--- src/rtl/des_pkg.sv ---
// DES tables, key-schedule shift amounts and small permutation helpers shared by
// the round engine and its f-function.
package des_pkg;

    localparam int ROUNDS = 16;

    typedef enum logic [1:0] {IDLE, RUN, DONE} state_t;

    // Table entries use standard DES numbering: entry n is bit n counted from the MSB.
    localparam int E_TBL [48] = '{
        32,  1,  2,  3,  4,  5,  4,  5,  6,  7,  8,  9,
         8,  9, 10, 11, 12, 13, 12, 13, 14, 15, 16, 17,
        16, 17, 18, 19, 20, 21, 20, 21, 22, 23, 24, 25,
        24, 25, 26, 27, 28, 29, 28, 29, 30, 31, 32,  1};

    localparam int P_TBL [32] = '{
        16,  7, 20, 21, 29, 12, 28, 17,  1, 15, 23, 26,  5, 18, 31, 10,
         2,  8, 24, 14, 32, 27,  3,  9, 19, 13, 30,  6, 22, 11,  4, 25};

    localparam int PC1_TBL [56] = '{
        57, 49, 41, 33, 25, 17,  9,  1, 58, 50, 42, 34, 26, 18,
        10,  2, 59, 51, 43, 35, 27, 19, 11,  3, 60, 52, 44, 36,
        63, 55, 47, 39, 31, 23, 15,  7, 62, 54, 46, 38, 30, 22,
        14,  6, 61, 53, 45, 37, 29, 21, 13,  5, 28, 20, 12,  4};

    localparam int PC2_TBL [48] = '{
        14, 17, 11, 24,  1,  5,  3, 28, 15,  6, 21, 10,
        23, 19, 12,  4, 26,  8, 16,  7, 27, 20, 13,  2,
        41, 52, 31, 37, 47, 55, 30, 40, 51, 45, 33, 48,
        44, 49, 39, 56, 34, 53, 46, 42, 50, 36, 29, 32};

    localparam logic [3:0] SBOX [8][64] = '{
        '{14, 4,13, 1, 2,15,11, 8, 3,10, 6,12, 5, 9, 0, 7,
           0,15, 7, 4,14, 2,13, 1,10, 6,12,11, 9, 5, 3, 8,
           4, 1,14, 8,13, 6, 2,11,15,12, 9, 7, 3,10, 5, 0,
          15,12, 8, 2, 4, 9, 1, 7, 5,11, 3,14,10, 0, 6,13},
        '{15, 1, 8,14, 6,11, 3, 4, 9, 7, 2,13,12, 0, 5,10,
           3,13, 4, 7,15, 2, 8,14,12, 0, 1,10, 6, 9,11, 5,
           0,14, 7,11,10, 4,13, 1, 5, 8,12, 6, 9, 3, 2,15,
          13, 8,10, 1, 3,15, 4, 2,11, 6, 7,12, 0, 5,14, 9},
        '{10, 0, 9,14, 6, 3,15, 5, 1,13,12, 7,11, 4, 2, 8,
          13, 7, 0, 9, 3, 4, 6,10, 2, 8, 5,14,12,11,15, 1,
          13, 6, 4, 9, 8,15, 3, 0,11, 1, 2,12, 5,10,14, 7,
           1,10,13, 0, 6, 9, 8, 7, 4,15,14, 3,11, 5, 2,12},
        '{ 7,13,14, 3, 0, 6, 9,10, 1, 2, 8, 5,11,12, 4,15,
          13, 8,11, 5, 6,15, 0, 3, 4, 7, 2,12, 1,10,14, 9,
          10, 6, 9, 0,12,11, 7,13,15, 1, 3,14, 5, 2, 8, 4,
           3,15, 0, 6,10, 1,13, 8, 9, 4, 5,11,12, 7, 2,14},
        '{ 2,12, 4, 1, 7,10,11, 6, 8, 5, 3,15,13, 0,14, 9,
          14,11, 2,12, 4, 7,13, 1, 5, 0,15,10, 3, 9, 8, 6,
           4, 2, 1,11,10,13, 7, 8,15, 9,12, 5, 6, 3, 0,14,
          11, 8,12, 7, 1,14, 2,13, 6,15, 0, 9,10, 4, 5, 3},
        '{12, 1,10,15, 9, 2, 6, 8, 0,13, 3, 4,14, 7, 5,11,
          10,15, 4, 2, 7,12, 9, 5, 6, 1,13,14, 0,11, 3, 8,
           9,14,15, 5, 2, 8,12, 3, 7, 0, 4,10, 1,13,11, 6,
           4, 3, 2,12, 9, 5,15,10,11,14, 1, 7, 6, 0, 8,13},
        '{ 4,11, 2,14,15, 0, 8,13, 3,12, 9, 7, 5,10, 6, 1,
          13, 0,11, 7, 4, 9, 1,10,14, 3, 5,12, 2,15, 8, 6,
           1, 4,11,13,12, 3, 7,14,10,15, 6, 8, 0, 5, 9, 2,
           6,11,13, 8, 1, 4,10, 7, 9, 5, 0,15,14, 2, 3,12},
        '{13, 2, 8, 4, 6,15,11, 1,10, 9, 3,14, 5, 0,12, 7,
           1,15,13, 8,10, 3, 7, 4,12, 5, 6,11, 0,14, 9, 2,
           7,11, 4, 1, 9,12,14, 2, 0, 6,10,13,15, 3, 5, 8,
           2, 1,14, 7, 4,10, 8,13,15,12, 9, 0, 3, 5, 6,11}};

    // Left-rotate amount applied before encrypt round i+1.
    localparam logic [1:0] SHIFTS [16] = '{
        2'd1, 2'd1, 2'd2, 2'd2, 2'd2, 2'd2, 2'd2, 2'd2,
        2'd1, 2'd2, 2'd2, 2'd2, 2'd2, 2'd2, 2'd2, 2'd1};

    function automatic logic [27:0] rotl28(input logic [27:0] x, input logic [1:0] n);
        case (n)
            2'd1:    return {x[26:0], x[27]};
            2'd2:    return {x[25:0], x[27:26]};
            default: return x;
        endcase
    endfunction

    function automatic logic [27:0] rotr28(input logic [27:0] x, input logic [1:0] n);
        case (n)
            2'd1:    return {x[0], x[27:1]};
            2'd2:    return {x[1:0], x[27:2]};
            default: return x;
        endcase
    endfunction

    function automatic logic [55:0] pc1(input logic [63:0] k);
        logic [55:0] p;
        p = '0;
        for (int i = 0; i < 56; i++) p[6'(55 - i)] = k[6'(64 - PC1_TBL[6'(i)])];
        return p;
    endfunction

    function automatic logic [47:0] pc2(input logic [55:0] cd);
        logic [47:0] p;
        p = '0;
        for (int i = 0; i < 48; i++) p[6'(47 - i)] = cd[6'(56 - PC2_TBL[6'(i)])];
        return p;
    endfunction

endpackage

--- src/rtl/des_f.sv ---
// DES round function f(R, K): expansion, subkey mix, S-box substitution, P permutation.
module des_f
    import des_pkg::*;
(
    input  logic [31:0] r,
    input  logic [47:0] k,
    output logic [31:0] f
);

    logic [47:0] x;
    logic [31:0] s;
    logic [5:0]  b;

    always_comb begin
        x = '0;
        s = '0;
        b = '0;
        f = '0;
        for (int i = 0; i < 48; i++) x[6'(47 - i)] = r[5'(32 - E_TBL[6'(i)])];
        x = x ^ k;
        // Outer bits pick the S-box row, inner four bits the column.
        for (int i = 0; i < 8; i++) begin
            b = 6'(x >> (42 - 6 * i));
            s[5'(28 - 4 * i) +: 4] = SBOX[3'(i)][{b[5], b[0], b[4:1]}];
        end
        for (int i = 0; i < 32; i++) f[5'(31 - i)] = s[5'(32 - P_TBL[5'(i)])];
    end

endmodule

--- src/rtl/des_round_engine.sv ---
// Iterative DES round engine: UNROLL Feistel rounds per clock with an on-the-fly
// key schedule, taking post-IP halves and returning swapped halves before FP.
module des_round_engine
    import des_pkg::*;
#(
    parameter int UNROLL     = 1,
    parameter int NUM_ROUNDS = 16
) (
    input  logic        clk,
    input  logic        rst_n,
    input  logic        in_valid,
    output logic        in_ready,
    input  logic        in_decrypt,
    input  logic [31:0] in_l,
    input  logic [31:0] in_r,
    input  logic [63:0] in_key,
    output logic        out_valid,
    input  logic        out_ready,
    output logic [31:0] out_l,
    output logic [31:0] out_r
);

    if (NUM_ROUNDS != ROUNDS) begin : g_bad_rounds
        $error("des_round_engine: NUM_ROUNDS must be 16");
    end
    if (!(UNROLL == 1 || UNROLL == 2 || UNROLL == 4 || UNROLL == 8 || UNROLL == 16)) begin : g_bad_unroll
        $error("des_round_engine: UNROLL must be 1, 2, 4, 8 or 16");
    end

    state_t      state, state_next;
    logic [4:0]  rnd;
    logic [31:0] l_q, r_q;
    logic [27:0] c_q, d_q;
    logic        dec_q;
    logic        last;

    logic [31:0] l_ch [UNROLL+1];
    logic [31:0] r_ch [UNROLL+1];
    logic [27:0] c_ch [UNROLL+1];
    logic [27:0] d_ch [UNROLL+1];

    assign l_ch[0] = l_q;
    assign r_ch[0] = r_q;
    assign c_ch[0] = c_q;
    assign d_ch[0] = d_q;

    // Each stage rotates C/D into the subkey for round rnd+j+1, then runs one Feistel round.
    for (genvar j = 0; j < UNROLL; j++) begin : g_round
        logic [3:0]  idx;
        logic [1:0]  amt;
        logic [47:0] key;
        logic [31:0] fout;

        assign idx = 4'(rnd + 5'(j));

        // Decrypt starts from the unrotated key, which equals the final encrypt key state.
        always_comb begin
            amt = SHIFTS[idx];
            if (dec_q && idx == 4'd0) amt = 2'd0;
        end

        assign c_ch[j+1] = dec_q ? rotr28(c_ch[j], amt) : rotl28(c_ch[j], amt);
        assign d_ch[j+1] = dec_q ? rotr28(d_ch[j], amt) : rotl28(d_ch[j], amt);
        assign key       = pc2({c_ch[j+1], d_ch[j+1]});

        des_f u_f (
            .r (r_ch[j]),
            .k (key),
            .f (fout)
        );

        assign l_ch[j+1] = r_ch[j];
        assign r_ch[j+1] = l_ch[j] ^ fout;
    end

    assign last      = (rnd == 5'(ROUNDS - UNROLL));
    assign in_ready  = (state == IDLE);
    assign out_valid = (state == DONE);

    always_ff @(posedge clk or negedge rst_n) begin
        if (!rst_n) state <= IDLE;
        else        state <= state_next;
    end

    always_comb begin
        state_next = state;
        case (state)
            IDLE:    if (in_valid)  state_next = RUN;
            RUN:     if (last)      state_next = DONE;
            DONE:    if (out_ready) state_next = IDLE;
            default: state_next = IDLE;
        endcase
    end

    always_ff @(posedge clk or negedge rst_n) begin
        if (!rst_n) begin
            rnd   <= '0;
            l_q   <= '0;
            r_q   <= '0;
            c_q   <= '0;
            d_q   <= '0;
            dec_q <= 1'b0;
            out_l <= '0;
            out_r <= '0;
        end else if (state == IDLE && in_valid) begin
            rnd        <= '0;
            l_q        <= in_l;
            r_q        <= in_r;
            {c_q, d_q} <= pc1(in_key);
            dec_q      <= in_decrypt;
        end else if (state == RUN) begin
            rnd <= rnd + 5'(UNROLL);
            l_q <= l_ch[UNROLL];
            r_q <= r_ch[UNROLL];
            c_q <= c_ch[UNROLL];
            d_q <= d_ch[UNROLL];
            if (last) begin
                out_l <= r_ch[UNROLL];
                out_r <= l_ch[UNROLL];
            end
        end
    end

endmodule

--- config.mk ---
export PLATFORM = sky130hd
export DESIGN_NAME = des_round_engine
export DESIGN_NICKNAME = d
export VERILOG_FILES = /design/src/rtl/des_pkg.sv /design/src/rtl/des_f.sv /design/src/rtl/des_round_engine.sv
export SDC_FILE = /design/constraint.sdc
export NUM_CORES = 1
export LEC_CHECK = 0
export BUFFER_PORTS_ARGS = -buffer_cell sky130_fd_sc_hd__buf_2
export CAP_MARGIN = 15
export CORE_UTILIZATION = 46
export DETAILED_ROUTE_END_ITERATION = 8
export PLACE_DENSITY = 0.88
export SYNTH_ARGS = -nofsm -noshare
export SYNTH_HDL_FRONTEND = slang
export SYNTH_SLANG_ARGS = --single-unit
--- constraint.sdc ---
create_clock -name clk -period 2 [get_ports clk]
set_input_delay 0.3 -clock clk [delete_from_list [all_inputs] [get_ports clk]]
set_output_delay 0.3 -clock clk [all_outputs]
set_load 0.005 [all_outputs]
Word-level counts from Yosys, hierarchy flattened
Cells that the tools add are included.
{"block": "classes", "addsub": 1, "n_eq_ne": 6, "muxes": 10, "n_bitwise": 1, "reduce_logical": 5}
{"operator": "$mux W32", "count": 4}
{"operator": "$mux W5", "count": 2}
{"operator": "$mux W2", "count": 3}
{"operator": "$pmux W2 S3", "count": 1}
{"operator": "$reduce_and A3 Y1", "count": 2}
{"operator": "$add A5 B1 Y5 const B", "count": 1}
{"operator": "$eq A5 B4 Y1 const B", "count": 1}
{"operator": "$ne A2 B2 Y1 const B", "count": 2}
{"operator": "$eq A2 B1 Y1 const B", "count": 1}
{"operator": "$eq A2 B2 Y1 const B", "count": 1}
{"operator": "$logic_not A2 Y1", "count": 1}
{"operator": "$ne A2 B1 Y1 const B", "count": 1}
{"operator": "$reduce_bool A2 Y1", "count": 1}
{"operator": "$logic_and A1 B1 Y1", "count": 1}
{"operator": "$not A1 Y1", "count": 1}
{"block": "totals", "regBits": 119, "input_bits": 133, "out_inout_bits": 66, "word_cells": 29}

Depth between registers and ports, before layout
{"block": "logic_depth", "depth_word": 4, "mapped_depth": 7, "depth_no_buf": 5}

By module
Synthesis repeated with hierarchy kept, for this count alone.
{"block": "unflattened", "cells_unflattened": 912, "hier_area_um2": 9640.5}
{"module": "des_round_engine", "n_inst": 1, "cells_per_inst": 879, "area_each_um2": 9396.5}
{"module": "des_f", "n_inst": 1, "cells_per_inst": 33, "area_each_um2": 244.0}

Worst setup path after synthesis
OpenSTA, ideal clock, no wires.
{"block": "synth_timing", "path_kind": "register to register", "startpoint": "reg rnd[0]", "endpoint": "reg out_r[22]", "setup_time_ns": 0.125, "t_arrival_ns": 1.626, "t_required_ns": 1.875, "path_slack_ns": 0.249, "path_stages_with_launch": 8, "n_path_buf": 2, "synth_period_minus_slack_ns": 1.751, "cell_sequence": "dfrtp_1 > ha_1 > and3_1 > ha_1 > nand2_2 > buf_6 > buf_6 > mux2_4"}
{"block": "synth_between", "elab_chain_len": 2}
{"element": "start: declaration", "line": "des_round_engine.sv:31", "rtl": "logic [4:0] rnd;"}
{"element": "start signal: assignment", "line": "des_round_engine.sv:112", "rtl": "rnd <= rnd + 5'(UNROLL);"}
{"element": "$eq A5 B4 Y1", "line": "des_round_engine.sv:76", "rtl": "assign last = (rnd == 5'(ROUNDS - UNROLL));"}
{"element": "$reduce_and A3 Y1 (no line)"}
{"element": "end signal: assignment", "line": "des_round_engine.sv:119", "rtl": "out_r <= l_ch[UNROLL];"}
{"element": "end: declaration", "line": "des_round_engine.sv:20", "rtl": "output logic [31:0] out_r"}
No other way between the ends.
A chain may end at the register's enable or synchronous reset.

Worst setup path in the final report
{"block": "layout_timing", "startpoint": "reg rnd[0]", "endpoint": "reg out_l[22]"}
{"block": "layout_between", "elab_chain_len": 2}
{"element": "$eq A5 B4 Y1", "line": "des_round_engine.sv:76"}
{"element": "$reduce_and A3 Y1 (no line)"}
{"element": "end signal: assignment", "line": "des_round_engine.sv:118", "rtl": "out_l <= r_ch[UNROLL];"}
{"element": "end: declaration", "line": "des_round_engine.sv:19", "rtl": "output logic [31:0] out_l,"}
No other way between the ends.

==> run metrics <==
Final Hold Viols 0; Initial Utilization 0.481; Die X 97.9 um; CORE AREA 0.00881 mm2; fin crit period approximately 1.9 ns; antenna violations before repair 0; Final Max Slew Viols 0; I/O Pins 199; CP arrival 2.10 ns; CTS Sinks 103; Setup WS pre-CTS between 0.1 and 0.15 ns; worst vdd ir roughly 0.54 mV; element type at the critical path end register; Max transition margin 0.355; deepest clock path buffer count 2; worst r2r src rnd[0]; layout cells sized above 1 0.388; Mapped Cells 361; H-tree levels 3; most frequent cell after synthesis dfrtp_1; final period utilization 0.928; nets@finish 597; hold path start in_r[12]; final setup fails 0; # port buffers about 100; total power 0.00659 W; Seq cells post-synth 103; Worst R2R End out_l[22]; Multi-input gate area 0.00149 mm2; total track usage 0.197; setup_tns 0 ns; Via-to-Cell Ratio slightly above 5; Pleak 2.83 nW; synth cell count leaders 103 x dfrtp_1, 100 x nand2_1, 39 x mux2_2; most common flop cell mapped by yosys dfrtp_1; slew at the pin with the worst max-slew slack approximately 0.97 ns; vias in the first global route ~3100; gr ovfl total 0; chip height ~98 um; Synth cell types 26; FF+latch area 0.00258 mm2; DRC viols 10; Post-Route WL 8.80 mm; max-cap violations 0; Cells on Worst Hold Path 3; Fmax 539 MHz; EDFF count, synth 0; Syn Std Cell Area between 0.004 and 0.005 mm2; leading post-synthesis cells by cell area dfrtp_1 61%, mux2_2 10%, nand2_1 8.9%, a22oi_1 5.7%, mux2_4 3.2%; Seq/Total Area, Yosys 0.609; largest net degree at the start of global routing 45; Core Rows 34; postcts setup bufs 0; CTS tree built; Root Driver clkbuf_8; first-pass GRT wire length 15.0 mm; RSZ-0062 raised after global routing false; critical path peak fanout 22; Hold WC Path Type in2reg; critical path type reg2reg; startpoint types register; die area 0.00959 mm2; clk_skew 0.0112 ns; asr flop ratio synth 1.00; post-DR wirelength/cell 15.3 um; Worst-path clk slew 0.10 ns; Ys Warns 0; Cell Pwr Density 1300 mW/mm2; CP required 2.24 ns; Antenna diodes 0; 1st-iter DRT viols 132; post-synth top area share 0.609; dpl hpwl 6.05 mm; Clock Latency Late Sink 0.36 ns; outcome finished with violations; FF-to-FF path depth 6; final antenna-violating net count 0; CTS buffer count 9; violated checks DRC; detailed-route via count 2985; reg-to-reg slack, setup 0.14 ns; syn_area_per_cell 11.7 um2; Area Overhead vs Synth 19.4%; final worst slack 0.144 ns; cell taking the most area after synthesis dfrtp_1; fill count 766; routability-driven placement congestion ratio ~0.76; Hold Path Sink r_q[12]; drt first pass iters 6
[power by group]
group	switching (W)	internal [W]	leakage, nW
Sequential	0.000486	0.00283	1.36
Clock	0.000727	0.000589	0.0925
Combinational	0.000976	0.000982	1.38
[worst max-delay path: stages, from the launching register on]
cell     delay (ns)
dfrtp_1        0.42
ha_1           0.24
and3_1         0.20
ha_1           0.20
nand2_2        0.12
buf_12         0.20
mux2_2         0.35
[how the worst max path moves through the flow]
stage                     startpoint         to  slack, ns  cells past startpoint
final                         rnd[0]  out_l[22]       0.14                      6
after global placement        rnd[0]  out_l[26]       0.21                      6
after floorplan               rnd[0]  out_r[22]       0.25                      7
after detailed placement      rnd[0]   out_r[8]       0.15                      6
after global routing        state[0]    r_q[31]       0.01                      4
after CTS                     rnd[0]   out_r[8]       0.14                      6
[final cells by class]
cell class              instances  share of cell area
flip-flops and latches        103               0.510
multi-input cells             234               0.295
repair buffers                112               0.127
well taps                     108              0.0267
clock buffers                   9              0.0245
clock inverters                 7              0.0156
inverters                       2             0.00148
[cells by family after synthesis]
family,after synthesis,share of synthesized area
flip-flops,103,0.609
AO/OA/AOI/OAI,40,0.0680
other,1,0.000886
multiplexers,49,0.138
adder cells (fa/ha/maj),2,0.00591
buffers and inverters,39,0.0550
AND/OR/NAND/NOR,127,0.124
[per-layer routing]
layer / global-route usage / vias up / wire length, um
met1: 0.262 / 1493 / 3940
li1: - / 1391 / -
met4: 0.0653 / 0 / 95
met2: 0.317 / 93 / 4260
met3: 0.0494 / 8 / 506
met5: 0 / - / 0
[repair_timing]
item,in CTS,in global routing
hold endpoints to repair,28,0
resized for setup,0,0
hold buffers,1,0
[flip-flops by register name, indices dropped and copies added, names as in the netlist]
name and cells:
state 2, rnd 5, l_q 16, r_q 32
out_l 16, out_r 32
[through the flow]
stage,hold WS (ns),utilization,std cells,cell area [um2]
after floorplan,0.00441,-,376,4290
after global placement,0.259,0.550,558,4840
after detailed placement,0.268,0.550,558,4840
after CTS,0.112,0.574,575,5060
after global routing,0.123,0.574,575,5060
final,0.127,0.574,575,5060
[layout by cell type (no fill, tap or decap), drive strengths merged, types with 2 or more instances in the layout]
| master | Yosys | routed |
|---|---|---|
| a22oi | 32 | 32 |
| buf | 25 | 111 |
| clkbuf | 12 | 9 |
| clkinvlp | 0 | 3 |
| conb | 1 | 16 |
| dfrtp | 103 | 103 |
| ha | 2 | 2 |
| inv | 2 | 4 |
| mux2 | 48 | 48 |
| nand2 | 101 | 101 |
| nand2b | 2 | 2 |
| nand3 | 18 | 18 |
| o21ai | 5 | 5 |
No activity file was read; power rests on OpenSTA's default activity.
